===== config.mk =====
export PLATFORM = sky130hd
export DESIGN_NAME = instr_mem_loader
export DESIGN_NICKNAME = d
export VERILOG_FILES = /design/src/rtl/loader_pkg.sv /design/src/rtl/instr_mem_loader.sv
export SDC_FILE = /design/constraint.sdc
export NUM_CORES = 1
export LEC_CHECK = 0
export CORE_MARGIN = 4
export CORE_UTILIZATION = 40
export CTS_BUF_LIST = sky130_fd_sc_hd__clkbuf_4
export DETAILED_ROUTE_END_ITERATION = 8
export DONT_BUFFER_PORTS = 1
export GPL_TIMING_DRIVEN = 1
export PLACE_DENSITY = 0.53
export SLEW_MARGIN = 15
export SYNTH_ARGS = -nofsm -noshare
export SYNTH_HDL_FRONTEND = slang
export SYNTH_SLANG_ARGS = --single-unit
export TNS_END_PERCENT = 10

===== constraint.sdc =====
create_clock -name clk -period 2.6 [get_ports clk]
set_input_delay 0.39 -clock clk [delete_from_list [all_inputs] [get_ports clk]]
set_output_delay 0.39 -clock clk [all_outputs]
set_load 0.05 [all_outputs]

===== src/rtl/loader_pkg.sv =====
// Shared definitions for the instruction memory loader: FSM states and stream framing.
package loader_pkg;

  localparam int DEF_ADDR_W = 15;
  localparam int DEF_DATA_W = 16;

  // LEN_HI, LEN_LO up front; one checksum byte at the end
  localparam int HDR_LEN = 2;
  localparam int CHK_LEN = 1;

  typedef enum logic [3:0] {
    IDLE,
    LEN_HI,
    LEN_LO,
    DATA_HI,
    DATA_LO,
    WRITE,
    CHECK,
    DONE,
    ERROR
  } state_t;

endpackage


===== src/rtl/instr_mem_loader.sv =====
// Byte-stream loader for instruction memory. Assembles big-endian words, writes them
// to consecutive addresses, verifies an XOR checksum and releases the CPU hold.
module instr_mem_loader
  import loader_pkg::*;
#(
  parameter int ADDR_W    = DEF_ADDR_W,
  parameter int DATA_W    = DEF_DATA_W,
  parameter int BASE_ADDR = 0,
  parameter int MAX_WORDS = (2 ** ADDR_W) - BASE_ADDR
) (
  input  logic              clk,
  input  logic              rst,
  input  logic              start,
  input  logic              in_valid,
  input  logic [7:0]        in_data,
  output logic              in_ready,
  output logic              mem_we,
  output logic [ADDR_W-1:0] mem_addr,
  output logic [DATA_W-1:0] mem_wdata,
  output logic              cpu_hold,
  output logic              busy,
  output logic              done,
  output logic              err,
  output logic [15:0]       words_loaded
);

  state_t      state, state_next;
  logic [15:0] len;
  logic [7:0]  hi_byte;
  logic [7:0]  checksum;
  logic        accept;
  logic [15:0] len_cand;
  logic [15:0] words_inc;

  assign in_ready  = (state == LEN_HI) || (state == LEN_LO) || (state == DATA_HI) ||
                     (state == DATA_LO) || (state == CHECK);
  assign accept    = in_valid && in_ready;
  assign len_cand  = {len[15:8], in_data};
  assign words_inc = words_loaded + 16'd1;

  always_ff @(posedge clk) begin
    if (rst) state <= IDLE;
    else     state <= state_next;
  end

  always_comb begin
    state_next = state;
    mem_we     = 1'b0;
    cpu_hold   = 1'b1;
    busy       = 1'b1;
    done       = 1'b0;
    err        = 1'b0;
    case (state)
      IDLE: begin
        busy = 1'b0;
        if (start) state_next = LEN_HI;
      end
      LEN_HI:  if (accept) state_next = LEN_LO;
      LEN_LO: begin
        if (accept) begin
          if (len_cand == 16'd0)                 state_next = CHECK;
          else if (int'(len_cand) > MAX_WORDS)   state_next = ERROR;
          else                                   state_next = DATA_HI;
        end
      end
      DATA_HI: if (accept) state_next = DATA_LO;
      DATA_LO: if (accept) state_next = WRITE;
      WRITE: begin
        mem_we     = 1'b1;
        state_next = (words_inc == len) ? CHECK : DATA_HI;
      end
      CHECK: begin
        if (accept) state_next = (in_data == checksum) ? DONE : ERROR;
      end
      DONE: begin
        done     = 1'b1;
        cpu_hold = 1'b0;
        busy     = 1'b0;
        if (start) state_next = LEN_HI;
      end
      ERROR: begin
        err  = 1'b1;
        busy = 1'b0;
        if (start) state_next = LEN_HI;
      end
      default: state_next = IDLE;
    endcase
  end

  always_ff @(posedge clk) begin
    if (rst) begin
      len          <= '0;
      hi_byte      <= '0;
      checksum     <= '0;
      mem_addr     <= ADDR_W'(BASE_ADDR);
      mem_wdata    <= '0;
      words_loaded <= '0;
    end else begin
      case (state)
        IDLE, DONE, ERROR: begin
          if (start) begin
            checksum     <= '0;
            words_loaded <= '0;
            mem_addr     <= ADDR_W'(BASE_ADDR);
          end
        end
        LEN_HI: if (accept) len[15:8] <= in_data;
        LEN_LO: if (accept) len[7:0]  <= in_data;
        DATA_HI: begin
          if (accept) begin
            hi_byte  <= in_data;
            checksum <= checksum ^ in_data;
          end
        end
        DATA_LO: begin
          if (accept) begin
            mem_wdata <= DATA_W'({hi_byte, in_data});
            checksum  <= checksum ^ in_data;
          end
        end
        // address wraps naturally at the top of the ADDR_W space
        WRITE: begin
          mem_addr     <= mem_addr + 1'b1;
          words_loaded <= words_inc;
        end
        default: ;
      endcase
    end
  end

endmodule


Yosys cells after proc, flatten, opt, wreduce, memory -nomap -nowiden
Cells that the tools add are included.
{ "classes": {"n_addsub": 2, "n_lt_le_gt_ge": 1, "n_eq_ne": 17, "muxes": 23, "n_bitwise": 1, "n_reduce_logical": 18} }
{ "op_table": {"columns": ["cell", "n"], "rows": [
  ["$mux 4", 9],
  ["$pmux 16 s2", 1],
  ["$pmux 15 s2", 1],
  ["$pmux 4 s7", 1],
  ["$add 16x1->16 const B", 1],
  ["$eq 16x16->1", 1],
  ["$eq 4x3->1 const B", 4],
  ["$gt 16x16->1 const B", 1],
  ["$logic_not 16->1", 1],
  ["$mux 16", 1],
  ["$mux 8", 2],
  ["$pmux 8 s2", 1],
  ["$add 15x1->15 const B", 1],
  ["$mux 15", 1],
  ["$ne 2x2->1 const B", 5],
  ["$reduce_and 2->1", 5],
  ["$eq 4x2->1 const B", 2],
  ["$eq 8x8->1", 1],
  ["$xor 8x8->8", 1],
  ["$reduce_and 6->1", 1],
  ["$mux 1", 5],
  ["$eq 4x1->1 const B", 1],
  ["$eq 4x4->1 const B", 1],
  ["$logic_not 4->1", 1],
  ["8 further kinds", 13]
]} }
{ "totals": {"reg_bits": 83, "inputBits": 12, "word_cells": 70} }

Longest topological paths before layout
Gate-level depths: netlist of the first run.
{ "logic_depth": {"ltp_word": 8, "depth_mapped": 10} }

Least setup slack after synthesis of the first run
No wires, ideal clock.
{ "synth_path": {"path_kind": "reg2reg", "from": "register state[3]", "to": "register checksum[5]", "setup_ns": 0.070, "t_arrival_ns": 2.971, "required_ns": 2.530, "setup_slack_ns": -0.442, "path_stages_with_launch": 10, "synth_period_minus_slack_ns": 3.042, "cell_sequence": "dfxtp_1 -> buf_2 -> inv_1 -> nand4_1 -> inv_1 -> nor2_1 -> nor2_1 -> nor3_2 -> nand3b_1 -> a21oi_1"} }
{ "synth_via": {"elab_chain_cells": 8, "elab_cells_between_ends": 20, "cone_classes": "eq/ne: 9; mux: 1; reduce/logical: 10"} }
{ "synth_lines": {"columns": ["element", "line", "source"], "rows": [
  ["from (decl)", "instr_mem_loader.sv:27", "state_t state, state_next;"],
  ["from (signal assigned)", "instr_mem_loader.sv:43", "else state <= state_next;"],
  ["$eq 4x1->1 / $eq 4x2->1 (equally long branches)", "instr_mem_loader.sv:35", "assign in_ready = (state == LEN_HI) || (state == LEN_LO) || (state == DATA_HI) ||"],
  ["$logic_or 1x1->1 (3 in series)", "instr_mem_loader.sv:35", null],
  ["$logic_or 1x1->1", "instr_mem_loader.sv:36", "(state == DATA_LO) || (state == CHECK);"],
  ["$logic_and 1x1->1", "instr_mem_loader.sv:37", "assign accept = in_valid && in_ready;"],
  ["$ne 2x1->1 (no source line)", null, null],
  ["$reduce_and 3->1 (no source line)", null, null],
  ["to (signal assigned)", "instr_mem_loader.sv:112", "checksum <= checksum ^ in_data;"],
  ["to (signal assigned)", "instr_mem_loader.sv:118", "checksum <= checksum ^ in_data;"],
  ["to (decl)", "instr_mem_loader.sv:30", "logic [7:0] checksum;"]
]} }
Parallel ways exist; a longest one is shown, timed or not.
A chain may end at the register's enable or synchronous reset.

Worst setup path in the final report of the first run
{ "layout_path": {"from": "register state[1]", "to": "output port mem_we"} }
{ "layout_via": {"elab_chain_cells": 2} }
{ "layout_lines": {"columns": ["element", "line", "source"], "rows": [
  ["$eq 4x3->1", "instr_mem_loader.sv:53", "case (state)"],
  ["$mux 1", "instr_mem_loader.sv:53", null],
  ["to (decl)", "instr_mem_loader.sv:17", "output logic mem_we,"]
]} }
No other way between the ends.

==> results of run 1 <==
[final cells by class]
class / instances / area share (%)
clock buffers: 9 / 1.39
clock inverters: 6 / 0.693
well taps: 140 / 3.59
inverters: 8 / 0.616
multi-input cells: 421 / 51.9
flip-flops and latches: 83 / 34.1
repair buffers: 44 / 7.75
[worst min-delay path by stage]
stage | startpoint | endpoint | slack [ns] | depth (start not counted)
after detailed placement | hi_byte[7] | mem_wdata[15] | 0.44 | 2
after CTS | in_data[6] | mem_wdata[6] | 0.03 | 2
after global placement | hi_byte[2] | mem_wdata[10] | 0.44 | 2
after floorplan | hi_byte[2] | mem_wdata[10] | 0.43 | 2
final | in_data[6] | mem_wdata[6] | 0.06 | 2
after global routing | in_data[6] | mem_wdata[6] | 0.03 | 2
[flip-flops by register name, indices dropped and copies added (netlist names)]
signal / count
len: 16
checksum: 8
words_loaded: 16
state: 4
mem_addr: 15
mem_wdata: 16
hi_byte: 8
[per-stage QoR]
stage | setup TNS (ns) | std cells | power (mW) | worst slack [ns] | hold WS [ns]
after floorplan | -1.56 | 557 | 1.88 | -0.183 | 0.432
after global placement | 0 | 694 | 2.02 | 0.465 | 0.440
after detailed placement | 0 | 694 | 2.02 | 0.404 | 0.442
after CTS | 0 | 711 | 2.69 | 0.0923 | 0.0298
after global routing | 0 | 711 | 2.83 | 0.0711 | 0.0336
final | 0 | 711 | 2.66 | 0.222 | 0.0584
[timing repair]
item,CTS,global route
setup buffers,0,0
endpoints found under the setup margin,0,1
hold buffers,2,0
hold endpoints to repair,74,0
resized for setup,0,2
[layout by cell type, fill, tap and decap left out, types with 3 or more instances in the layout]
| cell type | synthesis | final |
|---|---|---|
| sky130_fd_sc_hd__a22oi_1 | 3 | 3 |
| sky130_fd_sc_hd__a211oi_1 | 6 | 5 |
| sky130_fd_sc_hd__nand2b_1 | 3 | 3 |
| sky130_fd_sc_hd__nor2_1 | 62 | 60 |
| sky130_fd_sc_hd__a211o_1 | 4 | 4 |
| sky130_fd_sc_hd__and2_1 | 3 | 3 |
| sky130_fd_sc_hd__a21oi_1 | 59 | 59 |
| sky130_fd_sc_hd__mux2_2 | 4 | 4 |
| sky130_fd_sc_hd__a311oi_1 | 6 | 6 |
| sky130_fd_sc_hd__dfxtp_1 | 83 | 82 |
| sky130_fd_sc_hd__nand3b_1 | 13 | 13 |
| sky130_fd_sc_hd__and3_1 | 5 | 5 |
| sky130_fd_sc_hd__mux2i_1 | 16 | 16 |
| sky130_fd_sc_hd__nand4_1 | 9 | 9 |
| sky130_fd_sc_hd__inv_1 | 8 | 8 |
| sky130_fd_sc_hd__nor4_1 | 9 | 9 |
| sky130_fd_sc_hd__buf_4 | 1 | 40 |
| sky130_fd_sc_hd__o21ai_0 | 27 | 27 |
| sky130_fd_sc_hd__nor3_2 | 3 | 4 |
| sky130_fd_sc_hd__nor3_1 | 17 | 16 |
| sky130_fd_sc_hd__or3_1 | 7 | 7 |
| sky130_fd_sc_hd__xnor2_1 | 14 | 14 |
| sky130_fd_sc_hd__clkinv_2 | 0 | 3 |
| sky130_fd_sc_hd__xor2_1 | 20 | 20 |
| sky130_fd_sc_hd__nand3_1 | 26 | 26 |
| sky130_fd_sc_hd__clkbuf_4 | 0 | 9 |
| sky130_fd_sc_hd__nand2_1 | 61 | 61 |
| sky130_fd_sc_hd__a31oi_1 | 8 | 8 |
[critical path, delay by kind of cell, from the launching register on]
kind	cells	cell delay (ns)
buffers and inverters	3	0.68
flip-flops	1	0.44
AND/OR/NAND/NOR	2	0.41
[power by group]
group | switching [mW] | total (mW) | leakage (nW) | internal [mW]
Clock | 0.451 | 0.634 | 0.0550 | 0.183
Sequential | 0.0601 | 1.37 | 0.670 | 1.31
Combinational | 0.427 | 0.658 | 1.05 | 0.231
[per-layer routing]
metal  global-route usage [%]  vias to the layer above  part of all wire [%]
li1                         -                     1995                     -
met1                     26.0                     1915                    46
met2                     29.6                       95                    45
met3                     5.61                       12                   7.1
met4                     6.73                        0                   1.7
met5                        0                        -                     0
[logic make-up after synthesis]
family,Yosys count
mux,20
xor+xnor,34
flops,83
compound gates,130
buf+inv,53
fa+ha+maj,2
simple gates,235
==> qor.log, run 1 <==
qor: worst_setup_path.slowest_stage_delay_on_critical_path 0.44 ns
qor: timing.report.final.hold_viol_count 0
qor: timing.skew 0.0163 ns
qor: grt.gr-total-overflow 0
qor: synth.synth_simple_gate_area_share 27.6%
qor: placement.postPlaceCellArea 4730 um2
qor: flow_run.maxCapViolCount 0
qor: synth.synth.area.mux_share 4.66%
qor: worst_setup_path.reg2reg_from state[3]
qor: clock_tree.clock_tree_from_tritoncts done
qor: placement.buffer_ports.inserted 0
qor: detailed_routing.post_drt_via_cell_ratio 5.65
qor: synth.synth_top_family_by_area simple AND/OR/NAND/NOR gates
qor: grt.first_pass_grt_wire_length 19900 um
qor: timing.setup_viol_count_final 0
qor: layout.final_cell_area 4880 um2
qor: layout.final_layout_size_suffix_gt1_share 13.7%
qor: floorplanning.chipWidth 113 um
qor: timing.fmaxAchievable 421 MHz
qor: floorplanning.floorplan.core_area 10800 um2
qor: detailed_routing.avgRoutedWirePerCell 16.9 um
qor: synth.netlist.top_cell.by_area sky130_fd_sc_hd__dfxtp_1
qor: detailed_routing.dr.first_iter.drc_count 205
qor: synth.average_footprint_of_a_synthesized_cell 7.90 um2
qor: worst_setup_path.worst_path_most_repeated_cell sky130_fd_sc_hd__buf_12
qor: worst_setup_path.timing_worst_setup_path_type reg -> out
qor: clock_tree.cts-root-to-sink-buffers 2
qor: detailed_routing.detail_route.drc_violations 0
qor: placement.detailed_place_hpwl 8380 um
qor: clock_tree.clock_tree.htree_level_count 3
qor: layout.fillers 1132
qor: worst_setup_path.worstPathArrival 1.99 ns
qor: floorplanning.fp-row-count 38
qor: synth.synthesis.nets 571
qor: clock_tree.insertion_delay 0.44 ns
qor: floorplanning.floorplan.initialDensity 40.8%
qor: clock_tree.clkTransAtPathRegs 0.14 ns
qor: worst_setup_path.reg2reg_depth 8
qor: layout.insertedDiodeCount 0
qor: synth.ys_types 60
qor: worst_setup_path.slowest_stage sky130_fd_sc_hd__dfxtp_1
qor: worst_setup_path.crit_path_end mem_we
qor: grt.number_of_antenna_violations_at_the_first_check_in_global_routing 0
qor: placement.rd_place_congestion 0.834
qor: power.worst_ir_drop_vdd 288 uV
qor: synth.synth_area_leaders sky130_fd_sc_hd__dfxtp_1, sky130_fd_sc_hd__a21oi_1, sky130_fd_sc_hd__nor2_1, sky130_fd_sc_hd__nand2_1, sky130_fd_sc_hd__xor2_1
qor: clock_tree.cts_inserted_buffers 9
qor: timing.final_max_slew_viol_count 0
qor: detailed_routing.drt.antenna.violating_nets 0
qor: layout.area_delta_synth_final 10.8%
qor: synth.synth.top_cell.area_share 37.7%
qor: clock_tree.clock_sinks 83
qor: worst_setup_path.cp-startpoint state[1]
qor: layout.nets 581
qor: floorplanning.chipHeight 113 um
qor: worst_setup_path.timing.critical_path.required 2.21 ns
qor: synth.synth_compound_gate_area_share 17.6%
qor: timing.max_slew_margin 56.8%
qor: timing.rsz0062_at_grt no
qor: worst_setup_path.critical_path_peak_fanout 32
qor: synth.synthTopCellsByCount sky130_fd_sc_hd__dfxtp_1, sky130_fd_sc_hd__nor2_1, sky130_fd_sc_hd__nand2_1
qor: timing.timing_worst_slew_pin_value 0.648 ns
qor: power.power.static_leakage 1.78 nW
qor: synth.asyncSetResetFlopFracSynth 0%
qor: synth.synthesis.yosys.warnings 0
qor: grt.number_of_global_route_vias_before_repair 3810
qor: run_status.run_status complete, no violations
qor: worst_setup_path.reg2reg_to checksum[7]
qor: floorplanning.io_pins 65
qor: detailed_routing.finalWirelength 12000 um
qor: synth.post-synth-top-count-cell sky130_fd_sc_hd__dfxtp_1
qor: timing.final_min_period_over_clock_period 91.4%
qor: detailed_routing.route.vias.total 4017
qor: layout.area_of_combinational_cells_with_multiple_inputs 2530 um2
qor: clock_tree.clk_root_buffer_cell sky130_fd_sc_hd__clkbuf_4
qor: layout.final_util 45.2%
qor: layout.regArea 1660 um2
qor: synth.synth-adder-area-share 0.569%
qor: synth.synth-xor-area-share 6.77%
qor: power.cellPowerDensity 546 nW/um2
qor: floorplanning.die_area 12700 um2
qor: synth.synth.ff_latch_count 83
qor: grt.grt_start_max_net_pins 75
qor: detailed_routing.drt_first_pass_iters 4
qor: timing.period_needed 2.38 ns
qor: synth.synthesis.instances 557
qor: synth.synthFlopType sky130_fd_sc_hd__dfxtp_1
qor: synth.ys_seq_area_share 37.7%
qor: worst_setup_path.critical_path.startpoint_type flop
qor: synth.synth_cell_area 4400 um2
qor: worst_setup_path.reg2reg_slack 0.35 ns
qor: worst_setup_path.critPathCaptureType output port
qor: worst_hold_path.hold_path_class in -> reg
qor: synth.synth_edf_count 0
qor: worst_setup_path.crit_chain nor2_2, nand3_1, buf_12, inv_1, buf_12
qor: grt.grt_use_total 19.3%
No activity file was read; power rests on OpenSTA's default activity.
==> run 2: changes to the inputs <==
--- a/config.mk
+++ b/config.mk
@@ -6,12 +6,12 @@
 export NUM_CORES = 1
 export LEC_CHECK = 0
 export CORE_MARGIN = 4
-export CORE_UTILIZATION = 40
+export CORE_UTILIZATION = 25
 export CTS_BUF_LIST = sky130_fd_sc_hd__clkbuf_4
 export DETAILED_ROUTE_END_ITERATION = 8
 export DONT_BUFFER_PORTS = 1
 export GPL_TIMING_DRIVEN = 1
-export PLACE_DENSITY = 0.53
+export PLACE_DENSITY = 0.38
 export SLEW_MARGIN = 15
 export SYNTH_ARGS = -nofsm -noshare
 export SYNTH_HDL_FRONTEND = slang
==> run 2 against run 1 <==
Critical path depth is 1 higher. Sequential cell count did not move. Die area rose by 55%. Global-route usage shrank 5.6 points. Count of clock-buffer cells in the layout is 1 higher.
==> qor.log, run 2 (synthesis results as in run 1) <==
qor: run_status.run_status complete, no violations
qor: timing.skew 0.0326 ns
qor: detailed_routing.post_drt_via_cell_ratio 4.99
qor: detailed_routing.detail_route.drc_violations 0
qor: worst_setup_path.reg2reg_slack 0.40 ns
qor: grt.grt_use_total 13.7%
qor: worst_setup_path.critical_path.startpoint_type flop
qor: floorplanning.fp-row-count 48
qor: grt.number_of_global_route_vias_before_repair 3921
qor: layout.final_cell_area 5050 um2
qor: floorplanning.io_pins 65
qor: placement.rd_place_congestion 0.814
qor: detailed_routing.drt.antenna.violating_nets 0
qor: floorplanning.chipWidth 141 um
qor: layout.final_layout_size_suffix_gt1_share 13.8%
qor: power.p_total 2.92 mW
qor: layout.layout.cells.most_common_list sky130_fd_sc_hd__dfxtp_1, sky130_fd_sc_hd__nand2_1, sky130_fd_sc_hd__nor2_1
qor: placement.buffer_ports.inserted 0
qor: clock_tree.cts-root-to-sink-buffers 2
qor: detailed_routing.dr.first_iter.drc_count 222
qor: layout.nets 581
qor: worst_hold_path.hold_path_class in -> reg
qor: floorplanning.floorplan.core_area 17300 um2
qor: power.p_clk_share 30.8%
qor: worst_setup_path.reg2reg_to words_loaded[10]
qor: timing.final_max_slew_viol_count 0
qor: timing.timing_worst_slew_pin_value 0.648 ns
qor: clock_tree.clock_tree_from_tritoncts done
qor: clock_tree.cts_inserted_buffers 9
qor: worst_setup_path.worstPathArrival 2.05 ns
qor: floorplanning.die_area 19800 um2
qor: power.sw_frac_of_total 33.6%
qor: clock_tree.clock_sinks 83
qor: power.power.static_leakage 1.81 nW
qor: power.power_frac_seq 46.5%
qor: placement.postPlaceCellArea 4840 um2
qor: placement.detailed_place_hpwl 9450 um
qor: layout.fillers 1893
qor: detailed_routing.route.vias.total 3981
qor: worst_setup_path.reg2reg_from state[1]
qor: grt.grt_start_max_net_pins 77
qor: layout.area_delta_synth_final 14.6%
qor: flow_run.maxCapViolCount 0
qor: timing.fmaxAchievable 410 MHz
qor: clock_tree.clock_tree.htree_level_count 3
qor: detailed_routing.drt_first_pass_iters 4
qor: worst_setup_path.critPathCaptureType output port
qor: timing.rsz0062_at_grt no
qor: worst_setup_path.worst_path_most_repeated_cell sky130_fd_sc_hd__buf_12
qor: layout.layout_top_registers len (16), mem_wdata (16), words_loaded (16)
qor: power.cellPowerDensity 579 nW/um2
qor: layout.insertedDiodeCount 0
qor: clock_tree.insertion_delay 0.48 ns
qor: timing.report.final.hold_viol_count 0
qor: power.internal-power 1.94 mW
qor: worst_setup_path.timing.critical_path.required 2.21 ns
qor: grt.first_pass_grt_wire_length 21700 um
qor: worst_setup_path.slowest_stage sky130_fd_sc_hd__dfxtp_1
qor: timing.final_min_period_over_clock_period 93.8%
qor: timing.final.setup.tns 0 ns
qor: worst_setup_path.cp-startpoint state[3]
qor: worst_setup_path.crit_chain buf_4, nor2_2, nand3_1, buf_12, inv_1, buf_12
qor: worst_setup_path.timing_worst_setup_path_type reg -> out
qor: worst_setup_path.crit_path_end mem_we
qor: power.power_frac_comb 22.7%
qor: grt.gr-total-overflow 0
qor: worst_setup_path.critical_path_peak_fanout 32
qor: worst_setup_path.reg2reg_depth 7
qor: worst_setup_path.slowest_stage_delay_on_critical_path 0.34 ns
qor: floorplanning.floorplan.initialDensity 25.4%
qor: detailed_routing.avgRoutedWirePerCell 16.7 um
qor: detailed_routing.finalWirelength 13300 um
qor: power.worst_ir_drop_vdd 300 uV
qor: floorplanning.chipHeight 141 um
qor: timing.setup_viol_count_final 0
qor: clock_tree.post_cts_setup_bufs 0
qor: clock_tree.clkTransAtPathRegs 0.16 ns
qor: timing.max_slew_margin 56.7%
qor: timing.period_needed 2.44 ns
qor: timing.fin_hold_ws 0.0413 ns
qor: layout.layout.cells.most_common sky130_fd_sc_hd__dfxtp_1
qor: power.power_switching 0.980 mW
qor: clock_tree.clk_root_buffer_cell sky130_fd_sc_hd__clkbuf_4
qor: grt.number_of_antenna_violations_at_the_first_check_in_global_routing 0
-- run 2: layout make-up --
type,instances,area [um2],share of cell area [%]
Sequential cell,83,1660,32.9
Inverter,8,30.0,0.595
Clock inverter,6,90.1,1.79
Timing Repair Buffer,44,378,7.49
Multi-Input combinational cell,421,2530,50.1
Clock buffer,10,75.1,1.49
Tap cell,225,282,5.58
-- run 2: worst max-delay path, delay by kind of cell (launching register included) --
kind                   cells  cell delay [ns]
buffers and inverters      4             0.82
AND/OR/NAND/NOR            2             0.37
flip-flops                 1             0.34
-- run 2: timing repair --
item,4_1_cts,5_1_grt
hold buffers,2,0
setup endpoints to repair,1,0
endpoints found under the hold margin,76,0
resized for setup,1,0
-- run 2: worst min path at each step --
stage / cells past startpoint / to / startpoint
after global routing: 2 / len[4] / in_data[4]
after CTS: 2 / hi_byte[7] / in_data[7]
final: 2 / hi_byte[3] / in_data[3]
after detailed placement: 2 / hi_byte[3] / hi_byte[3]
after floorplan: 2 / mem_wdata[10] / hi_byte[2]
after global placement: 2 / hi_byte[0] / hi_byte[0]
-- run 2: power groups by stage --
stage	Clock (mW)	Sequential, mW	Combinational, mW
after detailed placement	0	1.39	0.639
after global placement	0	1.39	0.645
final	0.900	1.36	0.663
after CTS	0.941	1.36	0.669
after floorplan	0	1.36	0.522
after global routing	0.991	1.37	0.736
-- run 2: per-stage QoR --
| step | utilization [%] | instances | worst slack, ns |
|---|---|---|---|
| after detailed placement | 28.0 | 779 | 0.388 |
| after floorplan | - | 557 | -0.183 |
| final | 29.2 | 797 | 0.161 |
| after CTS | 29.2 | 797 | 0.110 |
| after global placement | 28.0 | 779 | 0.403 |
| after global routing | 29.2 | 797 | 0.0393 |
-- run 2: layer usage --
metal	routed length, um	global-route usage (%)	share of wire, %	up-vias
met2	6070	21.6	45	75
met4	196	4.08	1.5	0
met5	0	0	0	-
li1	-	-	-	1988
met3	827	4.65	6.2	15
met1	6250	17.9	47	1903
